==> src/rtl/superh16_pkg.sv <==
// Shared types and default sizing for the superh16 L1 data cache MSHR.
package superh16_pkg;

  localparam int VADDR_WIDTH     = 32;
  localparam int CACHE_LINE_SIZE = 64;
  localparam int MSHR_NUM        = 4;
  localparam int LINE_TAG_W      = VADDR_WIDTH - $clog2(CACHE_LINE_SIZE);

  typedef enum logic [1:0] {
    MSHR_FREE,
    MSHR_PEND,
    MSHR_INFLIGHT,
    MSHR_FILL
  } mshr_state_e;

  typedef struct packed {
    mshr_state_e           state;
    logic [LINE_TAG_W-1:0] line_tag;
  } mshr_entry_t;

endpackage

==> src/rtl/superh16_prio_enc.sv <==
// Lowest-index-first priority encoder producing both one-hot and binary grants.
module superh16_prio_enc #(
  parameter int N = 4,
  parameter int W = $clog2(N)
) (
  input  logic [N-1:0] req,
  output logic [N-1:0] gnt,
  output logic [W-1:0] idx,
  output logic         any
);

  assign gnt = req & (~req + N'(1));
  assign any = |req;

  always_comb begin
    idx = '0;
    for (int i = N - 1; i >= 0; i--) begin
      if (req[i]) idx = W'(i);
    end
  end

endmodule

==> src/rtl/superh16_dcache_mshr.sv <==
// MSHR controller for the L1 dcache: tracks outstanding line misses, merges
// secondary misses, issues one L2 request per line and schedules cache fills.
module superh16_dcache_mshr
  import superh16_pkg::*;
#(
  parameter int NUM_MSHR   = MSHR_NUM,
  parameter int ADDR_W     = VADDR_WIDTH,
  parameter int LINE_BYTES = CACHE_LINE_SIZE,
  parameter int IDX_W      = $clog2(NUM_MSHR)
) (
  input  logic                    clk,
  input  logic                    rst,
  input  logic                    miss_valid,
  input  logic [ADDR_W-1:0]       miss_addr,
  output logic                    miss_ready,
  output logic                    miss_merged,
  output logic [IDX_W-1:0]        miss_idx,
  output logic                    l2_req_valid,
  input  logic                    l2_req_ready,
  output logic [ADDR_W-1:0]       l2_req_addr,
  output logic [IDX_W-1:0]        l2_req_id,
  input  logic                    l2_resp_valid,
  input  logic [IDX_W-1:0]        l2_resp_id,
  input  logic [LINE_BYTES*8-1:0] l2_resp_data,
  output logic                    fill_valid,
  input  logic                    fill_ready,
  output logic [ADDR_W-1:0]       fill_addr,
  output logic [LINE_BYTES*8-1:0] fill_data,
  output logic [IDX_W-1:0]        fill_idx,
  input  logic                    flush_req,
  output logic                    flush_idle,
  output logic                    full
);

  localparam int OFFSET_BITS = $clog2(LINE_BYTES);
  localparam int TAG_W       = ADDR_W - OFFSET_BITS;
  localparam int DATA_W      = LINE_BYTES * 8;

  mshr_entry_t       entry_q [NUM_MSHR];
  mshr_entry_t       entry_d [NUM_MSHR];
  logic [DATA_W-1:0] data_q  [NUM_MSHR];
  logic [DATA_W-1:0] data_d  [NUM_MSHR];

  logic              l2_lock_q, l2_lock_d;
  logic [IDX_W-1:0]  l2_sel_q, l2_sel_d;
  logic              fill_lock_q, fill_lock_d;
  logic [IDX_W-1:0]  fill_sel_q, fill_sel_d;

  logic [TAG_W-1:0]    miss_tag;
  logic [NUM_MSHR-1:0] free_vec, pend_vec, fill_vec;
  logic                match_live, match_fill;
  logic [IDX_W-1:0]    match_idx;
  logic                any_free, any_pend, any_fill;
  logic [IDX_W-1:0]    alloc_idx, pend_idx, fill_pick_idx;
  logic [IDX_W-1:0]    l2_sel, fill_sel;
  logic [NUM_MSHR-1:0] unused_alloc_oh, unused_pend_oh, unused_fill_oh;
  logic                unused_offset;
  logic                do_alloc, l2_fire, fill_fire, resp_hit;

  assign miss_tag      = miss_addr[ADDR_W-1:OFFSET_BITS];
  assign unused_offset = ^miss_addr[OFFSET_BITS-1:0];

  // Lookup sees only registered state, so same-cycle updates never alias a match.
  always_comb begin
    free_vec   = '0;
    pend_vec   = '0;
    fill_vec   = '0;
    match_live = 1'b0;
    match_fill = 1'b0;
    match_idx  = '0;
    for (int i = 0; i < NUM_MSHR; i++) begin
      free_vec[i] = (entry_q[i].state == MSHR_FREE);
      pend_vec[i] = (entry_q[i].state == MSHR_PEND);
      fill_vec[i] = (entry_q[i].state == MSHR_FILL);
      if (entry_q[i].state != MSHR_FREE &&
          entry_q[i].line_tag == LINE_TAG_W'(miss_tag)) begin
        if (entry_q[i].state == MSHR_FILL) begin
          match_fill = 1'b1;
        end else begin
          match_live = 1'b1;
          match_idx  = IDX_W'(i);
        end
      end
    end
  end

  superh16_prio_enc #(.N(NUM_MSHR), .W(IDX_W)) u_alloc_enc (
    .req (free_vec),
    .gnt (unused_alloc_oh),
    .idx (alloc_idx),
    .any (any_free)
  );

  superh16_prio_enc #(.N(NUM_MSHR), .W(IDX_W)) u_l2_enc (
    .req (pend_vec),
    .gnt (unused_pend_oh),
    .idx (pend_idx),
    .any (any_pend)
  );

  superh16_prio_enc #(.N(NUM_MSHR), .W(IDX_W)) u_fill_enc (
    .req (fill_vec),
    .gnt (unused_fill_oh),
    .idx (fill_pick_idx),
    .any (any_fill)
  );

  // A stalled request or fill keeps its entry even if a lower index becomes eligible.
  assign l2_sel   = l2_lock_q ? l2_sel_q : pend_idx;
  assign fill_sel = fill_lock_q ? fill_sel_q : fill_pick_idx;

  assign miss_ready  = miss_valid && !flush_req && !match_fill && (match_live || any_free);
  assign miss_merged = miss_ready && match_live;
  assign miss_idx    = match_live ? match_idx : alloc_idx;
  assign do_alloc    = miss_ready && !match_live;

  assign l2_req_valid = any_pend;
  assign l2_req_id    = l2_sel;
  assign l2_req_addr  = {TAG_W'(entry_q[l2_sel].line_tag), {OFFSET_BITS{1'b0}}};
  assign l2_fire      = l2_req_valid && l2_req_ready;

  assign fill_valid = any_fill;
  assign fill_idx   = fill_sel;
  assign fill_addr  = {TAG_W'(entry_q[fill_sel].line_tag), {OFFSET_BITS{1'b0}}};
  assign fill_data  = data_q[fill_sel];
  assign fill_fire  = fill_valid && fill_ready;

  assign resp_hit   = l2_resp_valid && (entry_q[l2_resp_id].state == MSHR_INFLIGHT);
  assign full       = !any_free;
  assign flush_idle = &free_vec;

  always_comb begin
    entry_d     = entry_q;
    data_d      = data_q;
    l2_lock_d   = l2_req_valid && !l2_req_ready;
    l2_sel_d    = l2_sel;
    fill_lock_d = fill_valid && !fill_ready;
    fill_sel_d  = fill_sel;
    if (do_alloc) begin
      entry_d[alloc_idx].state    = MSHR_PEND;
      entry_d[alloc_idx].line_tag = LINE_TAG_W'(miss_tag);
    end
    if (l2_fire) entry_d[l2_sel].state = MSHR_INFLIGHT;
    if (resp_hit) begin
      entry_d[l2_resp_id].state = MSHR_FILL;
      data_d[l2_resp_id]        = l2_resp_data;
    end
    if (fill_fire) entry_d[fill_sel].state = MSHR_FREE;
  end

  always_ff @(posedge clk) begin
    if (rst) begin
      for (int i = 0; i < NUM_MSHR; i++) begin
        entry_q[i].state    <= MSHR_FREE;
        entry_q[i].line_tag <= '0;
      end
      l2_lock_q   <= 1'b0;
      l2_sel_q    <= '0;
      fill_lock_q <= 1'b0;
      fill_sel_q  <= '0;
    end else begin
      entry_q     <= entry_d;
      l2_lock_q   <= l2_lock_d;
      l2_sel_q    <= l2_sel_d;
      fill_lock_q <= fill_lock_d;
      fill_sel_q  <= fill_sel_d;
    end
  end

  // Line buffers carry no reset; an entry's data is only read once it is in FILL.
  always_ff @(posedge clk) begin
    data_q <= data_d;
  end

endmodule
==> config.mk <==
export PLATFORM = sky130hd
export DESIGN_NAME = superh16_dcache_mshr
export DESIGN_NICKNAME = d
export VERILOG_FILES = /design/src/rtl/superh16_pkg.sv /design/src/rtl/superh16_prio_enc.sv /design/src/rtl/superh16_dcache_mshr.sv
export SDC_FILE = /design/constraint.sdc
export NUM_CORES = 2
export LEC_CHECK = 0
export CELL_PAD_IN_SITES_DETAIL_PLACEMENT = 1
export CELL_PAD_IN_SITES_GLOBAL_PLACEMENT = 2
export CORE_ASPECT_RATIO = 1.1
export CORE_MARGIN = 10
export CORE_UTILIZATION = 41
export DETAILED_ROUTE_END_ITERATION = 8
export PLACE_DENSITY = 0.95
export SYNTH_ARGS = -nofsm -noshare
export SYNTH_HDL_FRONTEND = slang
export SYNTH_SLANG_ARGS = --single-unit
==> constraint.sdc <==
create_clock -name clk -period 144.8 [get_ports clk]
set_input_delay 28.96 -clock clk [delete_from_list [all_inputs] [get_ports clk]]
set_output_delay 28.96 -clock clk [all_outputs]
set_load 0.01 [all_outputs]
==> flow_summary.toml <==
[grt]
grt-ovfl-total = 0
grt_max_degree = 235
grt_pass1_wl_mm = 410.8
grt_pass1_vias = 59970
grtUsageTotal_pct = 24.35
antenna_found_initial = 96

[final_layout]
final_nets = 7887
syn_to_final_growth_pct = 24.21
drive_gt1_share_pct = 5.505

[logic_synthesis]
synth_area_per_cell_sq_um = 13.37
yosys_warnings = 0
syn_inst = 6347
ys_types = 51
syn_area_sq_um = 84850
seq_area_frac_synth_pct = 75.27
synth_edf_count = 2048
async_flop_share_pct = 0
synth-seq-cells = 2166
ys.flop_type = "edfxtp_1"

[setup_path]
required_ns = 115.84
arrival_ns = 32.48
path_class = "in2out"
critPathCaptureType = "primary output"
crit_fanout = 8
worst_setup_path_start_kind = "input port"

[timing]
setup_slack_ns = 83.36
slew_violations = 0
hold_viol = 0
skew_ns = 0.06436
worstMarginPinSlew_ns = 1.296
timing.final.crit_share_pct = 42.43
rsz0062_at_grt = "false"
finalCriticalPeriod_ns = 61.44
max_freq_mhz = 16.28
totalNegativeSetupSlack_ns = 0
max-slew-margin-rel_pct = 13.57
finalSetupViolations = 0

[routing]
dr_total_vias = 57130
drcViolationCount = 0
postRouteAntennaNets = 0
initialDrtViolationCount = 5363
first_pass_iters = 6
met2WireLength_mm = 142.8
top_layer = "met5"
viasPerCell = 5.527
wl_met1_mm = 105.1
wl_mm = 288.1
wl_per_cell_um = 27.88
dr_wl_met3_mm = 26.20

[placed_design]
hpwl_mm = 183.3
io_buffers = 1122
dp_slack_ns = 83.42
gp_congestion = 0.8709

[floorplan]
io_pins = 1141
die_area_sq_um = 225600
num_rows = 175
die_x_um = 453.7
core_sq_um = 206300
start_util_pct = 41.14
fp.dieH_um = 497.1

[pwr]
p_sw_mw = 0.2658
p_seq_share_pct = 53.2
p_int_mw = 1.028
sw_frac_of_total_pct = 20.54
clockPowerShare_pct = 43.6
powerDensity_nw_per_um2 = 12.28
p_comb_share_pct = 3.2
peakVddDrop_v = 0.00001123
leakagePower_nw = 36.76

[clock_network]
clk_pin_slew_ns = 0.06
ctsHoldBuffers = 0
cts_tree = "done"
clk_latency_ns = 0.88
cts_buffers = 214
cts.sinks = 2166
root_buffer = "clkbuf_16"
cts.htree.levels = 4
clock_path_buffers = 3
post-cts-setup-buffers = 0
cts_resized = 0

[outcome]
status = "finished clean"

[worst_hold_path]
min-delay-path-class = "reg2reg"

[job]
drv_cap = 0
## flip-flops by register name (all words and copies together), names as in the netlist
signal       cells
fill_lock_q      1
entry_q        112
l2_lock_q        1
data_q        2048
fill_sel_q       2
l2_sel_q         2
## synthesized netlist by cell type, types with 3 or more instances
master | number | area (sq um)
buf_1 | 19 | 71.32
mux4_2 | 26 | 585.6
a31oi_1 | 542 | 3391
o31a_1 | 3 | 26.28
dfxtp_1 | 118 | 2362
and3_1 | 539 | 3372
buf_2 | 125 | 625.6
nand3_1 | 8 | 40.04
nor2b_1 | 3 | 18.77
nand4_1 | 5 | 31.28
buf_4 | 69 | 518.0
o21a_1 | 5 | 37.54
nor2_1 | 102 | 382.9
xor2_1 | 104 | 910.9
nand2b_1 | 53 | 331.6
nor3_1 | 9 | 45.04
inv_1 | 7 | 26.28
mux2i_1 | 104 | 1041
a21oi_1 | 9 | 45.04
edfxtp_1 | 2048 | 61500
buf_6 | 14 | 157.7
o21ai_0 | 3 | 15.01
clkbuf_1 | 206 | 773.2
nor4_1 | 25 | 156.4
nand2_1 | 2170 | 8145
## power by group through the flow
stage	Clock [mW]	Combinational (mW)	Sequential, mW
detailed placement	0	0.0407	0.702
finish	0.564	0.0416	0.688
global placement	0	0.0385	0.701
global route	0.597	0.0440	0.688
CTS	0.573	0.0413	0.688
floorplan	0	0.0114	0.702
## metrics by stage
step | power (mW) | utilization, % | instance area (sq um) | hold WS (ns) | instances
5_1_grt | 1.329 | 51.07 | 105300 | 0.5607 | 10310
3_5_place_dp | 0.7423 | 47.57 | 98120 | 0.5189 | 9861
3_3_place_gp | 0.7399 | 47.57 | 98120 | 0.5049 | 9861
6_report | 1.294 | 51.09 | 105400 | 0.5271 | 10340
4_1_cts | 1.303 | 51.01 | 105200 | 0.5288 | 10260
2_1_floorplan | 0.7138 | - | 84890 | 0.4856 | 6358
## cell families (layout without fill, tap and decap cells)
family,after synthesis,in the layout,share of synthesized area (%)
simple gates,2925,2925,14.86
flops,2166,2166,75.27
compound gates,576,576,4.285
buf+inv,443,1606,2.575
mux,130,130,1.917
xor+xnor,105,105,1.084
fa+ha+maj,1,1,0.01180
other cells,1,83,0.004420
## final cells by class
type                    count  area, sq um
fillers                 20410       100900
flip-flops and latches   2166        63860
multi-input cells        3749        18870
repair buffers           1194        11890
clock buffers             263         5643
well taps                2743         3432
clock inverters           140         1443
diodes                     71        177.7
inverters                   9        63.81
## worst paths after layout
kind,startpoint,endpoint,slack [ns],depth (start not counted)
max reg2reg,entry_q[27],data_q[289],140.08,6
max,miss_addr[7],miss_ready,83.36,9
min,entry_q[70],entry_q[70],0.53,2
min reg2reg,entry_q[70],entry_q[70],0.53,2
## layer usage
metal,vias to the layer above,GRT usage (%)
li1,24960,-
met5,-,0
met2,2286,40.89
met3,502,7.862
met1,29320,28.11
met4,58,11.49
## layout by cell type (no fill, tap or decap), drive strengths merged, types with 24 or more instances in the layout
cell              n
nand2          2170
edfxtp         2048
clkdlybuf4s50  1121
a31oi           542
and3            539
clkbuf          263
dfxtp           118
clkinv          105
xor2            104
mux2i           104
nor2            102
buf              73
diode            71
nand2b           53
mux4             26
nor4             25
bufinv           24
## worst max-delay path, stage by stage
cell and delay (ns):
clkdlybuf4s50_1 0.81, xor2_1 0.19, nor4_1 0.54, nand3_1 0.29, nor2_1 0.31, nand2_1 0.12, and3_1 0.21, a31oi_1 0.41
clkdlybuf4s50_1 0.63
Power figures use the tool's default switching activity.
